**config.mk**
```make
export PLATFORM = sky130hd
export DESIGN_NAME = alu_op_scheduler
export DESIGN_NICKNAME = d
export VERILOG_FILES = /design/src/rtl/alu_sched_pkg.sv /design/src/rtl/op_onehot_decode.sv /design/src/rtl/alu_op_scheduler.sv
export SDC_FILE = /design/constraint.sdc
export NUM_CORES = 1
export LEC_CHECK = 0
export ABC_AREA = 1
export CORE_MARGIN = 5
export CORE_UTILIZATION = 51
export CTS_CLUSTER_DIAMETER = 30
export DETAILED_ROUTE_END_ITERATION = 8
export HOLD_SLACK_MARGIN = 0.12
export PLACE_DENSITY = 0.83
export SYNTH_ARGS = -nofsm -noshare
export SYNTH_HDL_FRONTEND = slang
export SYNTH_SLANG_ARGS = --single-unit
```
**constraint.sdc**
```tcl
create_clock -name clk -period 2.8 [get_ports clk]
set_input_delay 0.28 -clock clk [delete_from_list [all_inputs] [get_ports clk]]
set_output_delay 0.28 -clock clk [all_outputs]
set_load 0.01 [all_outputs]
```
**src/rtl/alu_sched_pkg.sv**
```systemverilog
// Shared types and constants for the ALU op scheduler.
// Optional feature macro: ALU_SCHED_RR_EN (see alu_op_scheduler.sv).
package alu_sched_pkg;

  localparam int unsigned NREQ             = 4;
  localparam int unsigned OPW              = 4;
  localparam int unsigned SELW             = 1 << OPW;
  localparam int unsigned LONG_LAT_DEF     = 4;
  localparam int unsigned LONG_OP_BASE_DEF = 12;

  typedef enum logic [1:0] {
    IDLE,
    EXEC,
    DONE
  } state_t;

  // Execution latency in cycles: long_lat for opcodes at/above long_base, else 1.
  function automatic logic [3:0] op_latency(input logic [OPW-1:0] op,
                                            input int unsigned    long_lat,
                                            input int unsigned    long_base);
    return (32'(op) >= long_base) ? 4'(long_lat) : 4'd1;
  endfunction

endpackage

```
**src/rtl/op_onehot_decode.sv**
```systemverilog
// Combinational 4-to-16 one-hot decode of an ALU opcode.
module op_onehot_decode
  import alu_sched_pkg::*;
(
  input  logic [OPW-1:0]  op,
  output logic [SELW-1:0] sel
);

  always_comb begin
    sel     = '0;
    sel[op] = 1'b1;
  end

endmodule

```
**src/rtl/alu_op_scheduler.sv**
```systemverilog
// Arbitrates four requesters onto a shared ALU and drives its one-hot function select.
// Macro ALU_SCHED_RR_EN: round-robin arbitration; undefined gives fixed priority (req[0] highest).
module alu_op_scheduler
  import alu_sched_pkg::*;
#(
  parameter int unsigned LONG_LAT     = LONG_LAT_DEF,
  parameter int unsigned LONG_OP_BASE = LONG_OP_BASE_DEF
) (
  input  logic        clk,
  input  logic        rst_n,
  input  logic [3:0]  req,
  input  logic [15:0] op_i,
  output logic [3:0]  grant,
  output logic [15:0] alu_sel,
  output logic        alu_busy,
  output logic [3:0]  done
);

  state_t          state;
  logic [3:0]      cnt;
  logic [OPW-1:0]  op_q;
  logic [OPW-1:0]  op_sel;
  logic [OPW-1:0]  dec_in;
  logic [SELW-1:0] dec_sel;
  logic [3:0]      lat_sel;
  logic [1:0]      win_nx;
  logic            any_req;

`ifdef ALU_SCHED_RR_EN
  logic [1:0] ptr;
  logic [1:0] idx;

  // Scan from farthest to nearest offset so the first requester after ptr wins.
  always_comb begin
    win_nx = '0;
    idx    = '0;
    for (int unsigned i = NREQ; i >= 1; i--) begin
      idx = ptr + 2'(i);
      if (req[idx]) win_nx = idx;
    end
  end
`else
  always_comb begin
    win_nx = '0;
    for (int unsigned i = NREQ; i >= 1; i--) begin
      if (req[i-1]) win_nx = 2'(i - 1);
    end
  end
`endif

  assign any_req = |req;
  assign op_sel  = op_i[32'(win_nx)*OPW +: OPW];
  assign lat_sel = op_latency(op_sel, LONG_LAT, LONG_OP_BASE);

  // In IDLE the decoder sees the opcode being latched so alu_sel is valid in the first EXEC cycle.
  assign dec_in = (state == IDLE) ? op_sel : op_q;

  op_onehot_decode u_dec (
    .op  (dec_in),
    .sel (dec_sel)
  );

  always_ff @(posedge clk) begin
    if (!rst_n) begin
      state    <= IDLE;
      cnt      <= '0;
      op_q     <= '0;
      grant    <= '0;
      alu_sel  <= '0;
      alu_busy <= 1'b0;
      done     <= '0;
`ifdef ALU_SCHED_RR_EN
      ptr      <= 2'd3;
`endif
    end else begin
      case (state)
        IDLE: begin
          done <= '0;
          if (any_req) begin
            state    <= EXEC;
            op_q     <= op_sel;
            cnt      <= lat_sel - 4'd1;
            grant    <= 4'b0001 << win_nx;
            alu_sel  <= dec_sel;
            alu_busy <= 1'b1;
`ifdef ALU_SCHED_RR_EN
            ptr      <= win_nx;
`endif
          end
        end
        EXEC: begin
          if (cnt == '0) begin
            state   <= DONE;
            done    <= grant;
            grant   <= '0;
            alu_sel <= '0;
          end else begin
            cnt     <= cnt - 4'd1;
            alu_sel <= dec_sel;
          end
        end
        DONE: begin
          state    <= IDLE;
          done     <= '0;
          alu_busy <= 1'b0;
        end
        default: state <= IDLE;
      endcase
    end
  end

endmodule

```
==> results of run 1 <==
==> worst max-delay path, delay by kind of cell <==
family | cells | cell delay, ns
compound gates | 1 | 0.08
buf+inv | 1 | 0.45
simple gates | 10 | 1.37
fa+ha+maj | 1 | 0.18
==> final cells by class <==
| class | instances | area share (%) |
|---|---|---|
| Multi-Input combinational cell | 183 | 38.59 |
| Inverter | 32 | 5.167 |
| Timing Repair Buffer | 47 | 20.13 |
| Clock buffer | 5 | 1.615 |
| Tap cell | 46 | 2.476 |
| Sequential cell | 35 | 30.14 |
| Clock inverter | 3 | 1.884 |
==> power by group through the flow <==
| stage | Sequential [mW] | Clock (mW) | Combinational, mW |
|---|---|---|---|
| after floorplan | 0.677 | 0 | 0.706 |
| after global placement | 0.663 | 0 | 0.947 |
| after detailed placement | 0.663 | 0 | 0.964 |
| after CTS | 0.653 | 0.374 | 0.972 |
| after global routing | 0.665 | 0.398 | 1.10 |
| final | 0.652 | 0.367 | 0.969 |
==> placed cells by master, fill, tap and decap left out <==
cell,synthesis,layout
bufinv_16,0,1
nand4_1,1,1
clkinv_2,0,1
nor2_4,3,3
clkinv_1,2,2
nor2_2,10,10
buf_4,1,1
dfxtp_1,35,35
clkinv_4,0,1
nand3_2,1,1
clkbuf_4,0,5
inv_2,4,4
a21oi_1,24,24
nand3_1,24,24
inv_1,26,26
nand3b_1,2,2
o21ai_2,1,1
nand2_1,62,62
o21ai_0,7,7
nand2_4,1,1
a32o_1,4,4
nand2_2,5,5
or2_2,1,1
ha_1,1,1
nor2_8,1,1
clkdlybuf4s50_1,0,46
nor2_1,35,35
==> worst min path at each step <==
stage / slack [ns] / from / to
after floorplan: 0.44 / cnt[3]$_SDFFE_PN0P_ / cnt[3]$_SDFFE_PN0P_
after global placement: 0.46 / cnt[3]$_SDFFE_PN0P_ / cnt[3]$_SDFFE_PN0P_
after detailed placement: 0.46 / alu_sel[6]$_SDFFE_PN0P_ / alu_sel[6]$_SDFFE_PN0P_
after CTS: 0.47 / alu_sel[8]$_SDFFE_PN0P_ / alu_sel[8]$_SDFFE_PN0P_
after global routing: 0.50 / alu_sel[8]$_SDFFE_PN0P_ / alu_sel[8]$_SDFFE_PN0P_
final: 0.47 / alu_sel[12]$_SDFFE_PN0P_ / alu_sel[12]$_SDFFE_PN0P_
==> cells by family after synthesis <==
| family | Yosys count |
|---|---|
| AO/OA/AOI/OAI | 36 |
| adder cells (fa/ha/maj) | 1 |
| buffers and inverters | 38 |
| flip-flops | 35 |
| AND/OR/NAND/NOR | 146 |
==> stage by stage <==
| stage | power (mW) | instances |
|---|---|---|
| after floorplan | 1.383 | 256 |
| after global placement | 1.610 | 343 |
| after detailed placement | 1.627 | 343 |
| after CTS | 1.999 | 351 |
| after global routing | 2.163 | 351 |
| final | 1.988 | 351 |
==> cells in the mapped netlist, types with 2 or more instances <==
master	number
a32o_1	4
nand3b_1	2
nand2_1	62
inv_2	4
o21ai_0	7
nand2_2	5
nor2_4	3
dfxtp_1	35
a21oi_1	24
clkinv_1	2
nor2_1	35
clkbuf_1	3
nor2_2	10
inv_1	26
nand3_1	24
==> state kept, by name, summed over array words and instances (netlist names) <==
name	cells
alu_busy	1
grant	4
done	4
op_q	4
alu_sel	16
cnt	4
state	2
==> per-layer routing <==
layer	up-vias	GRT usage [%]
li1	911	-
met1	764	24.30
met2	40	34.68
met3	6	6.159
met4	0	6.700
met5	-	0
==> out/summary.md, run 1 <==
The flow ran to the end, and the final reports show no timing, DRC or antenna violations. The worst register-to-register path has a depth of 9. The tree built by TritonCTS fans out to 35 sinks.

For this configuration, the core starts out at a cell density of 52.53%. In this run the tool buffered the top-level ports with 46 buffer cells. Measured along the x axis, the die boundary spans 68.63 µm.

The violation count after the first detailed-route iteration came out at 98. Filler cell count in the final layout: 303. The tools report the critical path data arrival time as 2.36 ns. Across the whole layout, storage elements account for 700.7 µm². Setup slack closes at 0.7385 ns. The startpoint-to-endpoint class of the critical path was in -> reg. The slowest cell on the critical path is clkdlybuf4s50_1. The combinational family with the most area after synthesis is simple AND/OR/NAND/NOR gates. The highest clock rate is 485.1 MHz. The switching power total was 0.8561 mW. The portion of synthesized area spent on multiplexers is 0%.

The clock skew was 0.01647 ns. The area of the die is 4709 µm². The remaining max-slew budget at the tightest pin was 71.52%. Yosys mapped a number of flops with a built-in enable equal to 0.

Part of the Yosys area used for sequential elements: 39.97%. The run gives 69.67% as the utilization of the core after routing. The root buffer cell was clkbuf_4. The worst setup path is launched from an input pin.

The longest clock path from root to sink contains 2 buffers. After clock tree synthesis, the clock-pin slew on the worst setup and hold paths is 0.12 ns. The run gives 193 µm as the met3 wire length.

Wires add up to 4113 µm. For this run, the slowest stage of the critical path takes 0.45 ns. The worst register-to-register path ends at alu_sel[7]$_SDFFE_PN0P_. The startpoint identified for the worst register-to-register timing path is state[0]$_SDFFE_PN0P_.

The cell accounting for the most synthesized area is dfxtp_1. The run gives 0 as the leftover overflow at the end of global routing. The logs give 15 for the pin count of the biggest net entering global routing and 32.8% for the part of the power in registers. The total number of nets in the final design was 327; the post-synthesis instance area was 1753 µm². The worst hold path stage count is 2. Summing the areas of all and, or, nand and nor instances in the mapped netlist gives 38.83% of the synthesized area. Across all layers, the routed design uses 1721 vias. TritonCTS built the clock tree. The total global routing track utilization is 20.39%. In this run the biggest area consumer among cell types represents 39.97% of the synthesized area. The number of setup buffers added after CTS is 0.

The tools report the number of inserted diodes as 0. The congestion estimate from routability-driven global placement came to 0.8213. The reported max-cap violation count is 0. The distinct cell type count after synthesis is 25. The number of nets handed over by synthesis was 279.

Relative to the synthesized area, the layout overhead comes to 32.62%. The most critical setup path has its startpoint at req[1]. After clock tree synthesis, the repair step resized 0 gates. The worst hold-check slack is 0.4695 ns. In this run switching power makes up 43.05% of total power. The count of final max-slew check failures was 0.

STA puts the critical path data required time at 3.10 ns. Of the total synthesized cell area, the portion taken by XOR and XNOR cells is 0%. The first-pass iteration count of the detailed router was 5. The tools report the latest clock arrival within the worst-skew pair as 0.35 ns. The measured slew at the worst slew-check pin works out to 0.4268 ns. Top layer reached by signal wires: met4. Dividing total power by cell area gives a power density of 855.3 nW/µm². The worst setup path is captured at a flip-flop.

The most frequent cell on the critical path is nand2_1. The share of total power dissipated in combinational logic is 48.7%. The run gives 0 as the final hold violation count. The finished cells cover 2325 µm². After clock tree synthesis, the flow added hold-fix buffers numbering 0. The run gives 3129 µm as the estimated wirelength of the detail-placed design. The largest fanout of any net on the critical path was 12.

Setup repair after global routing left no endpoint under its margin. After Yosys synthesis, full adders, half adders and majority gates account for 0.7138% of the synthesized area. Setup violations remaining at the end of the flow were counted as 0.

The standard cell core area is 3337 µm², and the routed wire length on met2 is 2008 µm. The post-synthesis compound-gate area fraction was 11.63%. The H-tree was split into 2 levels. Sorting the synthesized cells by area gives the leading types as dfxtp_1, nand2_1, nor2_1.

The worst-case IR drop observed on VDD is 592.0 µV. Counting the buffers created by CTS gives 5. The wire length per cell after detailed routing is 11.72 µm, and the placed instance area is 2243 µm².

Summing all multi-input logic gate instances after layout gives 897.1 µm². Before CTS, the worst setup slack after placement is 0.4099 ns. The run gives 0 ns as the setup total negative slack. The critical path goes through clkdlybuf4s50_1 -> nor2_2 -> nand2_1 -> nand3b_1 -> nand2_1 -> nor2_2 -> nand2_2 -> o21ai_2 -> ha_1 -> nand3_1 -> nand2_1 -> nor2_1 -> nor2_1. Yosys printed 0 warnings.

Row generation in the floorplan step produced 21 rows. In the synthesized netlist, the number of instances is 256. The worst path needs 2.061 ns of the cycle, external delays included.

The clock network accounts for 18.5% of the total power. The number of synthesized register bits was 35. Dividing the detail-routed via count by the number of cells gives 4.903. The class of the worst hold path was reg -> reg. Among all flip-flop cells after synthesis, the most frequent one is dfxtp_1.

The wire length on met1 is 1851 µm. Following the worst setup path forward leads to its endpoint at cnt[2]$_SDFFE_PN0P_. The first-pass GRT wire length was 7127 µm. The average instance in the mapped netlist occupies 6.847 µm². The internal portion of the total power is 1.132 mW. After synthesis, the share of flip-flops with an asynchronous set or reset is 0%. The worst reg-to-reg setup slack is 1.11 ns. The number of remaining DRC errors was 0. In the finished design, the share of the clock period the worst path needs comes to 73.62%. From bottom edge to top edge, the die measures 68.63 µm. The initial antenna violation count came out at 0. In the final layout, the share of cells above drive strength 1 is 11.80%.

In this run the remaining antenna-violating nets after routing total 0. Summed over all cells, the static leakage comes to 0.9813 nW. The logs give 1675 for the number of global-route vias before repair and 47 for the count of boundary I/O pins.
Note: power is estimated with default switching activity, not from simulation.
==> run 2: changes to the inputs <==
Settings changed: CORE_UTILIZATION 51 to 43, PLACE_DENSITY 0.83 to 0.74.
Clock period 2.8 ns to 1.7 ns, I/O delays scaled along.
==> out/summary.md, run 2 (same netlist as run 1, synthesis figures left out) <==
Final hold violation count: 0. For this run, the post-layout net count is 352. The area growth from synthesis to layout is 47.04%.

The floorplan step set the die height to 73.85 µm. The detail route stage leaves a number of antenna-violating nets equal to 0. The first-pass iteration count of the detailed router is 4, and the part of the cycle the worst path needs is 93.10%. First-pass GRT wire length: 7286 µm. Entering global routing, the biggest net connects 16 pins.

The share of total power dissipated in combinational logic is 52.4%. The TritonCTS buffer count is 5, and the number of global-route vias before repair is 1823. The count of boundary I/O pins is 47.

The tools report the source of the critical timing path as op_i[11]. Switching power total: 1.482 mW. For this block, the routed nets add up to 4407 µm of wire. The count of final max-slew check failures was 0. The logs give 0.007715 ns for the clock skew and 1.80 ns for the critical path data arrival time.

The tools report the remaining max-slew budget at the tightest pin as 79.08%. Internal power comes to 2.089 mW. In this run, flip-flops and latches consume 30.2% of the power.

At the placement stage, the worst setup path has a slack of -0.2918 ns. The post-layout minimum cycle time was 1.583 ns; the highest clock rate was 631.9 MHz. The min-delay analysis places its worst path in the category in -> reg. The tool flagged a number of max-cap violations equal to 0. Total power for the finished layout comes to 3.571 mW. The logs give 0 for the initial antenna violation count and 5454 µm² for the area of the die.

The most flop-heavy register is alu_sel. Leaving out fill and tap cells, the most frequent cells in the layout are nand2_1, clkdlybuf4s50_1, dfxtp_1. The floorplan row count was 23; the final number of setup-violating endpoints was 0. The number of inserted diodes is 0, and the horizontal die dimension is 73.85 µm.

Counting instances, the worst hold path has a depth of 5. The startpoint-to-endpoint class of the critical path was in -> reg. The library cell used most frequently in the layout, excluding fill and tap cells, is nand2_1.

The measured slew at the worst slew-check pin works out to 0.3118 ns. The leakage power of the design was 1.135 nW; the standard cell core area was 3971 µm². Along the worst path, the maximum fanout reaches 2. Critical path's largest stage delay: 0.46 ns. Walking the worst path, the cells encountered are clkdlybuf4s50_1 -> nand3b_1 -> nand2_1 -> nor2_2 -> nand2_2 -> nor2_4 -> nand2_2 -> o21ai_2 -> ha_2 -> nand3_1 -> nand2_1 -> nor2_1 -> nor2_1.

STA classifies the critical path startpoint as an input pin. For the latest clock arrival within the worst-skew pair, the log shows 0.28 ns. For this design the ratio of total power to cell area is 1385 nW/µm².

For the estimated wirelength of the detail-placed design, the log shows 3397 µm. The run finished with clean final reports. The element type at the critical path end was a flip-flop.

The worst register-to-register path begins at state[1]$_SDFFE_PN0P_. The switching fraction of total power was 41.49%; the placed instance area was 2429 µm². In the routed design, unresolved DRC markers number 0. The initial utilization of the core area, before any placement, comes to 44.14%. The congestion estimate from routability-driven global placement came to 0.8154.

For the worst path required time, the log shows 1.92 ns. The tools report the maximum clock path buffer count as 2. After clock tree synthesis, the clock-pin slew on the worst setup and hold paths is 0.07 ns.

Across every metal layer, demand over resource in global routing totals 16.83%. TritonCTS built the clock tree. CTS saw 35 sinks. Beginning of the worst hold path: req[0].

The tools report the worst voltage drop across the vdd grid as 982.9 µV. The run gives 1816 as the detailed-route via count. The register with the most flip-flops in the layout has 16 of them. Port buffering added 46 buffers. For the final cell count without fillers, the log shows 380. Cells fill 64.90% of the core in the end. The clock tree synthesis step divided the H-tree into 2 levels.

For the worst flop-to-flop path, the logic depth is 8. Slowest cell on the critical path: clkdlybuf4s50_1. The wire length per cell after detailed routing was 11.60 µm; the violation count after the first detailed-route iteration was 76. The total overflow left after global routing is 0. After detailed routing, the number of vias per cell comes to 4.779. The root buffer cell was clkbuf_8. Once routing completed, OpenROAD measured the worst setup slack at 0.1174 ns.

The share of total power dissipated in the clock network is 17.4%. The number of buffers inserted for hold repair after clock tree synthesis is 0, and the post-route cell area is 2577 µm². The post-route netlist has 21.21% of its cells at a drive strength greater than 1.

Total instance count after detailed placement: 371.
-- run 2: critical path, delay by kind of cell --
family,cells,cell delay (ns)
adder cells (fa/ha/maj),1,0.19
buffers and inverters,1,0.46
AND/OR/NAND/NOR,10,0.91
AO/OA/AOI/OAI,1,0.07
-- run 2: path summary, 6_finish.rpt --
| check | endpoint | slack (ns) |
|---|---|---|
| worst max-delay path | cnt[2]$_SDFFE_PN0P_ | 0.12 |
| worst min-delay path | grant[2]$_SDFFE_PN0P_ | 0.40 |
| worst max register to register | alu_sel[15]$_SDFFE_PN0P_ | 0.16 |
| worst min register to register | cnt[3]$_SDFFE_PN0P_ | 0.46 |
-- run 2: final cells by class --
| type | instances | area [µm²] |
|---|---|---|
| sequential | 35 | 700.7 |
| clock buffer | 7 | 86.33 |
| inverter | 32 | 127.6 |
| tap | 50 | 62.56 |
| timing repair buffer | 72 | 661.9 |
| fill | 373 | 1394 |
| clock inverter | 1 | 8.758 |
| multi-input combinational | 183 | 929.6 |
-- run 2: through the flow --
stage               TNS [ns]  hold slack, ns
finish                     0          0.4044
global route        -0.01629          0.4333
CTS                        0          0.4635
detailed placement    -4.768          0.4522
global placement      -3.945          0.4500
floorplan                  0          0.3375
-- run 2: what timing repair did --
action                     CTS  global route
buffers inserted             0             1
pin swaps                    0             7
gates cloned                 0             0
setup endpoints to repair    1            22
resized for setup            5            12
-- run 2: per-layer routing --
metal,routed length (µm),vias up,global-route usage [%],part of all wire (%)
met5,0,-,0,0
met4,46,0,5.231,1.0
met3,162,4,4.514,3.7
met2,2299,38,30.61,52
met1,1898,818,18.86,43
li1,-,956,-,-
-- run 2: power by group through the flow --
| stage | sequential [mW] | clock, mW | combinational [mW] |
|---|---|---|---|
| finish | 1.08 | 0.620 | 1.87 |
| global route | 1.09 | 0.677 | 2.11 |
| CTS | 1.08 | 0.631 | 1.81 |
| detailed placement | 1.09 | 0 | 1.79 |
| global placement | 1.09 | 0 | 1.77 |
| floorplan | 1.12 | 0 | 1.16 |
